## src/rtl/shreg_universal.sv

```systemverilog
// rtl/shreg_universal.sv - parametrised universal shift/rotate register with auto shift-by-N sequencer
// Per-edge ops apply MODE directly in IDLE; RUN replays a latched shift mode for CNT enabled edges.
module shreg_universal #(
   parameter int WIDTH = 8,
   parameter int CNT_W = 4
) (
   input  logic             CLK,
   input  logic             RST,
   input  logic             CE,
   input  logic [2:0]       MODE,
   input  logic [WIDTH-1:0] Din,
   input  logic             SIL,
   input  logic             SIR,
   input  logic             START,
   input  logic [CNT_W-1:0] CNT,
   output logic [WIDTH-1:0] Dout,
   output logic             SOL,
   output logic             SOR,
   output logic             BUSY,
   output logic             DONE
);

   typedef enum logic {
      S_IDLE = 1'b0,
      S_RUN  = 1'b1
   } state_t;

   localparam logic [2:0] M_HOLD  = 3'b000;
   localparam logic [2:0] M_LOAD  = 3'b001;
   localparam logic [2:0] M_SHL   = 3'b010;
   localparam logic [2:0] M_SHR   = 3'b011;
   localparam logic [2:0] M_ROTL  = 3'b100;
   localparam logic [2:0] M_ROTR  = 3'b101;
   localparam logic [2:0] M_ASHR  = 3'b110;
   localparam logic [2:0] M_CLEAR = 3'b111;

   state_t             state_q, state_d;
   logic [WIDTH-1:0]   data_q, data_d;
   logic [CNT_W-1:0]   rem_q, rem_d;
   logic [2:0]         mode_q, mode_d;
   logic               done_q, done_d;

   function automatic logic [WIDTH-1:0] apply_op(
      input logic [2:0]       op,
      input logic [WIDTH-1:0] cur,
      input logic [WIDTH-1:0] din,
      input logic             sil,
      input logic             sir
   );
      logic [WIDTH-1:0] res;
      res = cur;
      case (op)
         M_HOLD:  res = cur;
         M_LOAD:  res = din;
         M_SHL:   res = {cur[WIDTH-2:0], sil};
         M_SHR:   res = {sir, cur[WIDTH-1:1]};
         M_ROTL:  res = {cur[WIDTH-2:0], cur[WIDTH-1]};
         M_ROTR:  res = {cur[0], cur[WIDTH-1:1]};
         M_ASHR:  res = {cur[WIDTH-1], cur[WIDTH-1:1]};
         M_CLEAR: res = '0;
         default: res = cur;
      endcase
      return res;
   endfunction

   logic is_shift_mode;
   assign is_shift_mode = (MODE >= M_SHL) && (MODE <= M_ASHR);

   always_comb begin
      state_d = state_q;
      data_d  = data_q;
      rem_d   = rem_q;
      mode_d  = mode_q;
      done_d  = done_q;
      if (CE) begin
         done_d = 1'b0;
         case (state_q)
            S_IDLE: begin
               if (START && is_shift_mode) begin
                  if (CNT != '0) begin
                     mode_d  = MODE;
                     rem_d   = CNT;
                     state_d = S_RUN;
                  end else begin
                     done_d = 1'b1;
                  end
               end else begin
                  data_d = apply_op(MODE, data_q, Din, SIL, SIR);
               end
            end
            S_RUN: begin
               // Serial inputs are sampled live each edge; Din is irrelevant for shift modes.
               data_d = apply_op(mode_q, data_q, Din, SIL, SIR);
               rem_d  = rem_q - 1'b1;
               if (rem_q == CNT_W'(1)) begin
                  state_d = S_IDLE;
                  done_d  = 1'b1;
               end
            end
            default: state_d = S_IDLE;
         endcase
      end
   end

   always_ff @(posedge CLK) begin
      if (RST) begin
         state_q <= S_IDLE;
         data_q  <= '0;
         rem_q   <= '0;
         mode_q  <= M_HOLD;
         done_q  <= 1'b0;
      end else begin
         state_q <= state_d;
         data_q  <= data_d;
         rem_q   <= rem_d;
         mode_q  <= mode_d;
         done_q  <= done_d;
      end
   end

   assign Dout = data_q;
   assign SOL  = data_q[WIDTH-1];
   assign SOR  = data_q[0];
   assign BUSY = (state_q == S_RUN);
   assign DONE = done_q;

endmodule

```

## config.mk

```make
export PLATFORM = sky130hd
export DESIGN_NAME = shreg_universal
export DESIGN_NICKNAME = d
export VERILOG_FILES = /design/src/rtl/shreg_universal.sv
export SDC_FILE = /design/constraint.sdc
export NUM_CORES = 1
export LEC_CHECK = 0
export CAP_MARGIN = 10
export CORE_MARGIN = 4
export CORE_UTILIZATION = 51
export DETAILED_ROUTE_END_ITERATION = 10
export PLACE_DENSITY = 0.8
export SLEW_MARGIN = 20
export SYNTH_ARGS = -nofsm -noshare
export SYNTH_HDL_FRONTEND = slang
export SYNTH_SLANG_ARGS = --single-unit
```

## constraint.sdc

```tcl
create_clock -name CLK -period 2.1 [get_ports CLK]
set_input_delay 0.315 -clock CLK [delete_from_list [all_inputs] [get_ports CLK]]
set_output_delay 0.315 -clock CLK [all_outputs]
set_load 0.05 [all_outputs]
```

==> flow_summary.yaml <==
floorplan:
  die_h_um: 63.11
  rows: 19
  die_w_um: 63.11
  core-area_um2: 2829
  io_pins: 33
  dieArea_um2: 3983
  start_util_pct: 54.75
worst_setup_path:
  cp_slowest_stage_delay_ps: 870
  worst_path_max_delay_cell: "clkdlybuf4s50_1"
  crit_chain: "clkdlybuf4s50_1"
  worstSetupPathType: "reg -> out"
  r2r-start: "BUSY"
  path_delay_family: "buffers and inverters"
  start_kind: "register"
  endpoint_kind: "output pin"
  path_buf_inv: 1
  worstSetupStartpoint: "Dout[5]"
  critical_path_required_ps: 1780
  critPathMaxFanout: 8
  critPathArrivalTime_ps: 1690
global_routing:
  antenna_found_initial: 0
  overflow: 0
  grt_pass1_vias: 1745
  use_met1_pct: 30.24
  grt_start_max_net_pins: 18
  grt_use_total_pct: 24.02
  gr-usage-met2_pct: 40.05
  grt_pass1_wl_um: 7817
  use_met3_pct: 3.908
  grt-busiest-layer: "met2"
cts:
  cts_tree: "built"
  cts_hold_buffers: 0
  clock-root-buffer: "clkbuf_4"
  clock_path_buffers: 2
  clock_latency_ps: 310
  htree_num_levels: 1
  cts_made_buffers: 3
  cts-resized-gates: 0
  cts_sinks: 17
  post_cts_buffers: 0
  clkTransAtPathRegs_ps: 120
sta:
  worstMarginPinSlew_ps: 694.3
  skew_ps: 10.09
  finalSetupViolations: 0
  fin_crit_ps: 2010
  rsz0062_at_grt: "no"
  fmaxAchievable_mhz: 497.5
  slew_violations: 0
  period_share_pct: 95.71
  hold_viol: 0
  slew_headroom_pct: 53.57
routing:
  firstDrtPassIters: 5
  ant_nets: 0
  via_count: 1685
  finalWirelength_um: 4532
  wl_per_cell_um: 16.97
  drtIter0Drc: 148
  drcViolationCount: 0
  drt-vias-per-instance: 6.311
worst_hold_path:
  hp-class: "reg -> reg"
  min_from: "rem_q[3]"
power:
  p_switching_w: 0.0003693
  peakVddDrop_uv: 301.4
  pwr-share-clk_pct: 19.9
  power_density_nw_per_um2: 487.5
  p_leak_nw: 0.8073
  share_seq_of_total_power_pct: 39.2
  power_switching_share_pct: 37.85
  power_w: 0.0009759
  pwr-share-comb_pct: 41.0
  p_int_w: 0.0006066
run:
  max_cap_violations: 0
logic_synthesis:
  synth_top_area_share_pct: 21.97
  synth.area.top_cells: "dfxtp_1 22%, mux2_2 8.7%, a21oi_1 6.8%, a22oi_1 5.3%, nand2_1 4.4%"
  synth_edf_count: 0
  synthArstFlopShare_pct: 0
  synth.distinct_cells: 49
  ys_ff_latch: 17
  synth_flop_cell: "dfxtp_1"
  synth.cell_area_um2: 1549
  synthCells: 195
  yosysTopAreaCell: "dfxtp_1"
  syn_nets: 218
  ys_seq_area_share_pct: 21.97
  yosys_warnings: 0
  syn_avg_cell_area_um2: 7.944
place:
  dp_hpwl_um: 3342
  io_buffers: 32
  gp_congestion: 0.9160
  place_inst: 263
finish:
  antenna_cells: 0
  drive_gt1_share_pct: 22.03
  num-nets-final: 260
  synthToLayoutAreaGrowth_pct: 29.24
  instances_no_fill: 267
  final_util_pct: 70.77
status:
  status: "complete, no violations"
[path summary, 6_finish.rpt]
check | to | cells after the start | slack (ps)
worst max-delay path | Dout[5] | 1 | 90
worst min-delay path | rem_q[3] | 2 | 510
worst max register to register | Dout[7] | 4 | 300
worst min register to register | rem_q[3] | 2 | 510
[registers in the layout (all words and copies together) (netlist names)]
signal,count
Dout,8
rem_q,4
mode_q,3
DONE,1
BUSY,1
[per-layer routing]
| metal | up-vias | share of wire [%] |
|---|---|---|
| met5 | - | 0 |
| met1 | 787 | 41 |
| met4 | 0 | 1.5 |
| li1 | 806 | - |
| met3 | 6 | 9.3 |
| met2 | 86 | 49 |
[through the flow]
step	setup slack (ps)	hold WS [ps]	setup TNS [ps]	area [um^2]
2_1_floorplan	386.9	449.3	0	1549
3_3_place_gp	-16.33	463.4	-36.29	1976
3_5_place_dp	-66.25	484.1	-332.6	1976
4_1_cts	103.7	499.5	0	2002
5_1_grt	31.72	520.8	0	2002
6_report	90.13	505.4	0	2002
[layout make-up]
type | count | area, um^2
sequential | 17 | 340.3
multi-input combinational | 151 | 1064
fill | 222 | 827.0
clock buffer | 4 | 26.28
tap | 31 | 38.79
timing repair buffer | 54 | 495.5
inverter | 10 | 37.54
[cells by family after synthesis]
logic type | count (synthesis) | synth area share (%)
AOI/OAI and AO/OA | 63 | 28.35
xor gates and xnor gates | 4 | 3.474
adders and majority gates | 2 | 1.615
buffers and inverters | 27 | 9.369
DFF | 17 | 21.97
muxes | 18 | 12.60
and+or+nand+nor | 64 | 22.62
[cell usage after synthesis (2+ instances only)]
cell	number
a21oi_1	21
nand2_1	18
dfxtp_1	17
nor2_1	13
mux2_2	12
a22oi_1	11
inv_1	10
mux2i_1	6
nand2b_1	6
nand3_1	6
nor3_1	6
buf_2	5
o21ai_0	5
a211oi_1	4
a221oi_1	4
buf_4	4
clkbuf_1	4
buf_6	3
a2111oi_0	2
a21o_1	2
a22o_1	2
and2_1	2
ha_1	2
nand2b_4	2
nor4_1	2
o31ai_1	2
xnor2_1	2
[layout by cell type (no fill, tap or decap), drive strengths merged, types with 4 or more instances in the layout]
cell type,instances
nand2b,8
mux2i,6
mux2,12
nand3,6
nor2,15
nor3,6
a21oi,21
clkdlybuf4s50,31
inv,10
buf,23
clkbuf,4
a22oi,11
a211oi,4
nand2,18
a221oi,4
dfxtp,17
o21ai,5
[power groups by stage]
stage / sequential, W / clock, W / combinational [W]
detailed placement: 0.000389 / 0 / 0.000396
floorplan: 0.000416 / 0 / 0.000225
CTS: 0.000381 / 0.000190 / 0.000398
global route: 0.000387 / 0.000203 / 0.000432
global placement: 0.000387 / 0 / 0.000384
finish: 0.000382 / 0.000194 / 0.000400
Note: power is estimated with default switching activity, not from simulation.
==> variant 1: new RTL, same settings <==
Reset style: asynchronous (`RST`), changed in one clocked block.
--- a/src/rtl/shreg_universal.sv
+++ b/src/rtl/shreg_universal.sv
@@ -102,7 +102,7 @@
       end
    end
 
-   always_ff @(posedge CLK) begin
+   always_ff @(posedge CLK or posedge RST) begin
       if (RST) begin
          state_q <= S_IDLE;
          data_q  <= '0;
Behaviour: differs if RST is asserted again (counterexample within 4 cycles, from zero or initial values and one cycle with RST high); with RST held inactive, the same outputs for 10 cycles.
==> variant 1 against the original RTL <==
  * Setup slack improved by 14 ps
  * Hold slack got worse by 100 ps
  * Routed wire length fell by 4.1%
  * Sequential cell count did not move
  * Design area fell by 5.2%
  * Area after synthesis fell by 2.0%
  * First-iteration DRC count fell by 22%
  * Largest cell class unchanged
  * Clock skew rose by 7.9 ps
  * Maximum frequency rose by 0.71%
  * Core utilization fell by 3.1 points
Power is left out: it rests on default switching activity, and per cell area and clock period it moved more than threefold.
==> variant 1: results (changes against the original RTL) <==
Outcome - finished, final reports clean
CTS Buf Count - 3 (unchanged)
Share of layout cells above drive strength 1 - 0.135 (-0.0853)
Predominant post-synthesis flop cell - dfrtp_1
Setup crit start - Dout[7]$_DFFE_PP0P_
Met3 WL post-DR - 316 um (-25%)
Seq/Total Area, Yosys - 0.280 (+0.0606)
Setup slack at placement - -154 ps (-87.9 ps)
Largest net degree at the start of global routing - 18 (unchanged)
TritonRoute pass-1 iters - 4 (-1)
Routing usage on met3 - 0.0504 (+0.0113)
Routed WL per cell - 18.8 um (+11%)
Routed met2 length - 2030 um (-7.9%)
Cells after Synth - 168 (-14%)
Slew @ Worst Pin - 697 ps (+3.07 ps)
Skew-Pair Late Insertion Delay - 310 ps (about the same)
Worst hold path class - in -> async
RePlAce Congestion - 0.818 (-11%)
CP max FO - 9 (+1)
Distinct cells, synth - 41 (-16%)
Synth top cells by count - 17 x dfrtp_1, 14 x nor2_1, 13 x mux2_1, 13 x o21ai_0, 12 x a221oi_1
Number of fill cells - 242 (+9.0%)
Min Tclk post-route - 2000 ps (-14.1 ps)
CTS resizes - 0 (unchanged)
DRT Wirelength - 4340 um (-4.1%)
First-pass GRT wire length - 7320 um (-6.4%)
Placed cell count - 227 (-14%)
M1 GR Usage - 0.310 (+0.00768)
Initial DRC count - 115 (-22%)
Post-DP HPWL - 3260 um (-2.4%)
Yosys top cell area share - 0.280 (+0.0606)
Uppermost layer routed - met4
Reg2reg end - Dout[1]$_DFFE_PP0P_
R2R depth - 4 (unchanged)
GRT met2 Usage - 0.372 (-0.0290)
Clock tree buffer depth - 2 (unchanged)
Routed met1 length - 1940 um (+5.5%)
Drt via density - 6.41 (+1.5%)
FF-to-FF Start - mode_q[0]$_DFFE_PP0P_
Final nets - 224 (-14%)
Critical path endpoint - SOL
Total GRT Usage - 0.232 (-0.00842)
Max reg flops - 8 (unchanged)
Syn Nets - 191 (-12%)
Flop-to-flop setup slack - 120 ps (-180 ps)
Placed Area - 0.00187 sq mm (-5.3%)
Yosys warns - 0 (unchanged)
Hold_ws - 401 ps (-105 ps)
Clk_skew - 18.0 ps (+7.94 ps)
Top cells by area, synth - dfrtp_1 28%, mux2_1 9.6%, a221oi_1 6.9%
Async set-or-reset flop fraction in the synthesized netlist - 1.00 (+1.00)
ANT cells - 0 (unchanged)
variant 1: cell types whose count changed after synthesis, sizes merged, moves of 8 or more:
cell,change
a21oi,-19
a221oi,+8
a22oi,-11
dfrtp,+17
dfxtp,-17
mux2,+9
nand2,-9
o21ai,+8
variant 1: cell type report:
type	count	area (sq um)	area share
tap	31	38.8	0.0204
sequential	17	425	0.224
inverter	7	26.3	0.0139
multi-input combinational	127	965	0.509
clock buffer	4	26.3	0.0139
timing repair buffer	45	415	0.219
variant 1: kinds of logic (layout without fill, tap and decap cells):
kind of cell | count (synthesis) | after routing | share of synthesized area
muxes | 25 | 25 | 0.197
buffers and inverters | 24 | 56 | 0.0841
and+or+nand+nor | 46 | 46 | 0.157
AOI/OAI and AO/OA | 54 | 54 | 0.265
adders and majority gates | 2 | 2 | 0.0165
DFF | 17 | 17 | 0.280
variant 1: worst register-to-register path, stage by stage (launching register included):
cell and delay, ps:
dfrtp_1 730, and3b_1 360, a221oi_1 380, o32ai_1 150, mux2_4 270
==> variant 2: new RTL, same flow settings <==
Without the edit above. Set the parameter `WIDTH` to 10 (it was 8).
--- a/src/rtl/shreg_universal.sv
+++ b/src/rtl/shreg_universal.sv
@@ -1,7 +1,7 @@
 // rtl/shreg_universal.sv - parametrised universal shift/rotate register with auto shift-by-N sequencer
 // Per-edge ops apply MODE directly in IDLE; RUN replays a latched shift mode for CNT enabled edges.
 module shreg_universal #(
-   parameter int WIDTH = 8,
+   parameter int WIDTH = 10,
    parameter int CNT_W = 4
 ) (
    input  logic             CLK,
Ports: changed (resized Din and Dout); port bits go from 33 to 37. The function was not compared with the original's and may differ.
==> variant 2 against the original RTL <==
  * Setup slack got worse by 41 ps
  * Highest routed layer unchanged
  * Sequential cell count increased by 2
  * Total power increased by 8.8%
  * Design area increased by 9.7%
  * Sequential power increased by 11%
  * Count of clock-buffer cells in the layout unchanged
  * Largest cell class unchanged
  * Routed wire length increased by 0.40%
  * Area after synthesis increased by 9.7%
==> variant 2: results (changes against the original RTL) <==
Met3 WL post-DR - 215 um (-49%)
Seq/Total Area, Yosys - 0.224 (+0.00415)
Share of layout cells above drive strength 1 - 0.231 (+0.0107)
Placed cell count - 291 (+11%)
CP max FO - 9 (+1)
RePlAce Congestion - 0.932 (+1.7%)
Sw frac - 0.375 (-0.00368)
FF-to-FF Start - mode_q[1]$_SDFFE_PP0P_
GRT met2 Usage - 0.353 (-0.0476)
Setup slack at placement - 6.83 ps (+73.1 ps)
Adder-cell share of the synthesized area - 0.0147 (-0.00143)
Total GRT Usage - 0.223 (-0.0170)
Number of fill cells - 267 (+20%)
Top cells by area, synth - dfxtp_1 22%, mux2i_1 9.4%, a221oi_1 9.3%
Routed WL per cell - 15.4 um (-9.1%)
Mux cell area share after synthesis - 0.156 (+0.0301)
Drt via density - 5.80 (-8.1%)
XOR/XNOR Fraction of Synth Area - 0.0206 (-0.0141)
Routing usage on met3 - 0.0308 (-0.00831)
Final nets - 277 (+6.5%)
TritonRoute pass-1 iters - 4 (-1)
Arrival time worst endpoint - 1740 ps (+50 ps)
Initial DRC count - 163 (+10%)
Syn Nets - 235 (+7.8%)
M1 GR Usage - 0.314 (+0.0118)
CTS H-tree depth - 1 (unchanged)
Number of global-route vias before repair - 1608 (-7.9%)
Max reg flops - 10 (+2)
Compound-cell area share of the yosys netlist - 0.267 (-0.0162)
Worst VDD drop - 0.443 mV (+47%)
Post-DP HPWL - 3330 um (-0.34%)
Leakage - 0.000807 uW (about the same)
Buffers on Ports - 36 (+13%)
Reg2reg end - Dout[9]$_SDFFE_PP0P_
Slew @ Worst Pin - 674 ps (-20.0 ps)
Synth top cells by count - 30 x nand2_1, 19 x dfxtp_1, 18 x a221oi_1
Routed met1 length - 2180 um (+19%)
Outcome - finished, final reports clean
Clk_skew - 8.39 ps (-1.70 ps)
Crit-path leading delay family - buffers and inverters
Final Non-Filler Cells - 295 (+10%)
Largest net degree at the start of global routing - 20 (+2)
First-pass GRT wire length - 7650 um (-2.1%)
Distinct cells, synth - 50 (+2.0%)
Routed met2 length - 2120 um (-3.8%)
Cells after Synth - 210 (+7.7%)
-- variant 2: cell count changes after synthesis, moves of 4 or more --
cell	change
nor3_1	-4
mux2_2	-4
a221oi_1	+14
nand2b_1	-4
mux2i_1	+10
inv_1	-7
o21ai_0	+7
a21oi_2	+8
a21oi_1	-14
a22oi_1	-11
nand2_1	+12
-- variant 2: power groups by stage --
| stage | sequential, uW | combinational (uW) | clock [uW] |
|---|---|---|---|
| 2_1_floorplan | 467 | 251 | 0 |
| 3_3_place_gp | 431 | 434 | 0 |
| 3_5_place_dp | 432 | 440 | 0 |
| 4_1_cts | 424 | 442 | 200 |
| 5_1_grt | 430 | 477 | 220 |
| 6_report | 425 | 442 | 194 |
-- variant 2: logic make-up after synthesis --
family,count (synthesis)
and+or+nand+nor,75
DFF,19
adders and majority gates,2
xor gates and xnor gates,4
muxes,25
buffers and inverters,26
AOI/OAI and AO/OA,59
-- variant 2: cell type report --
class                      count  area, sq um  area share
timing repair buffer          59          543       0.247
sequential                    19          380       0.173
tap                           44         55.1      0.0251
clock buffer                   4         26.3      0.0120
inverter                       4         15.0     0.00684
multi-input combinational    165         1180       0.536
-- variant 2: how the worst max path moves through the flow --
| stage | startpoint | to | slack, ps |
|---|---|---|---|
| CTS | Dout[8]$_SDFFE_PP0P_ | Dout[8] | 70 |
| global route | Dout[8]$_SDFFE_PP0P_ | Dout[8] | 6 |
| global placement | MODE[2] | Dout[6]$_SDFFE_PP0P_ | 30 |
| floorplan | BUSY$_SDFFE_PP0P_ | Dout[2]$_SDFFE_PP0P_ | 280 |
| finish | Dout[8]$_SDFFE_PP0P_ | Dout[8] | 50 |
| detailed placement | MODE[1] | Dout[0]$_SDFFE_PP0P_ | 7 |
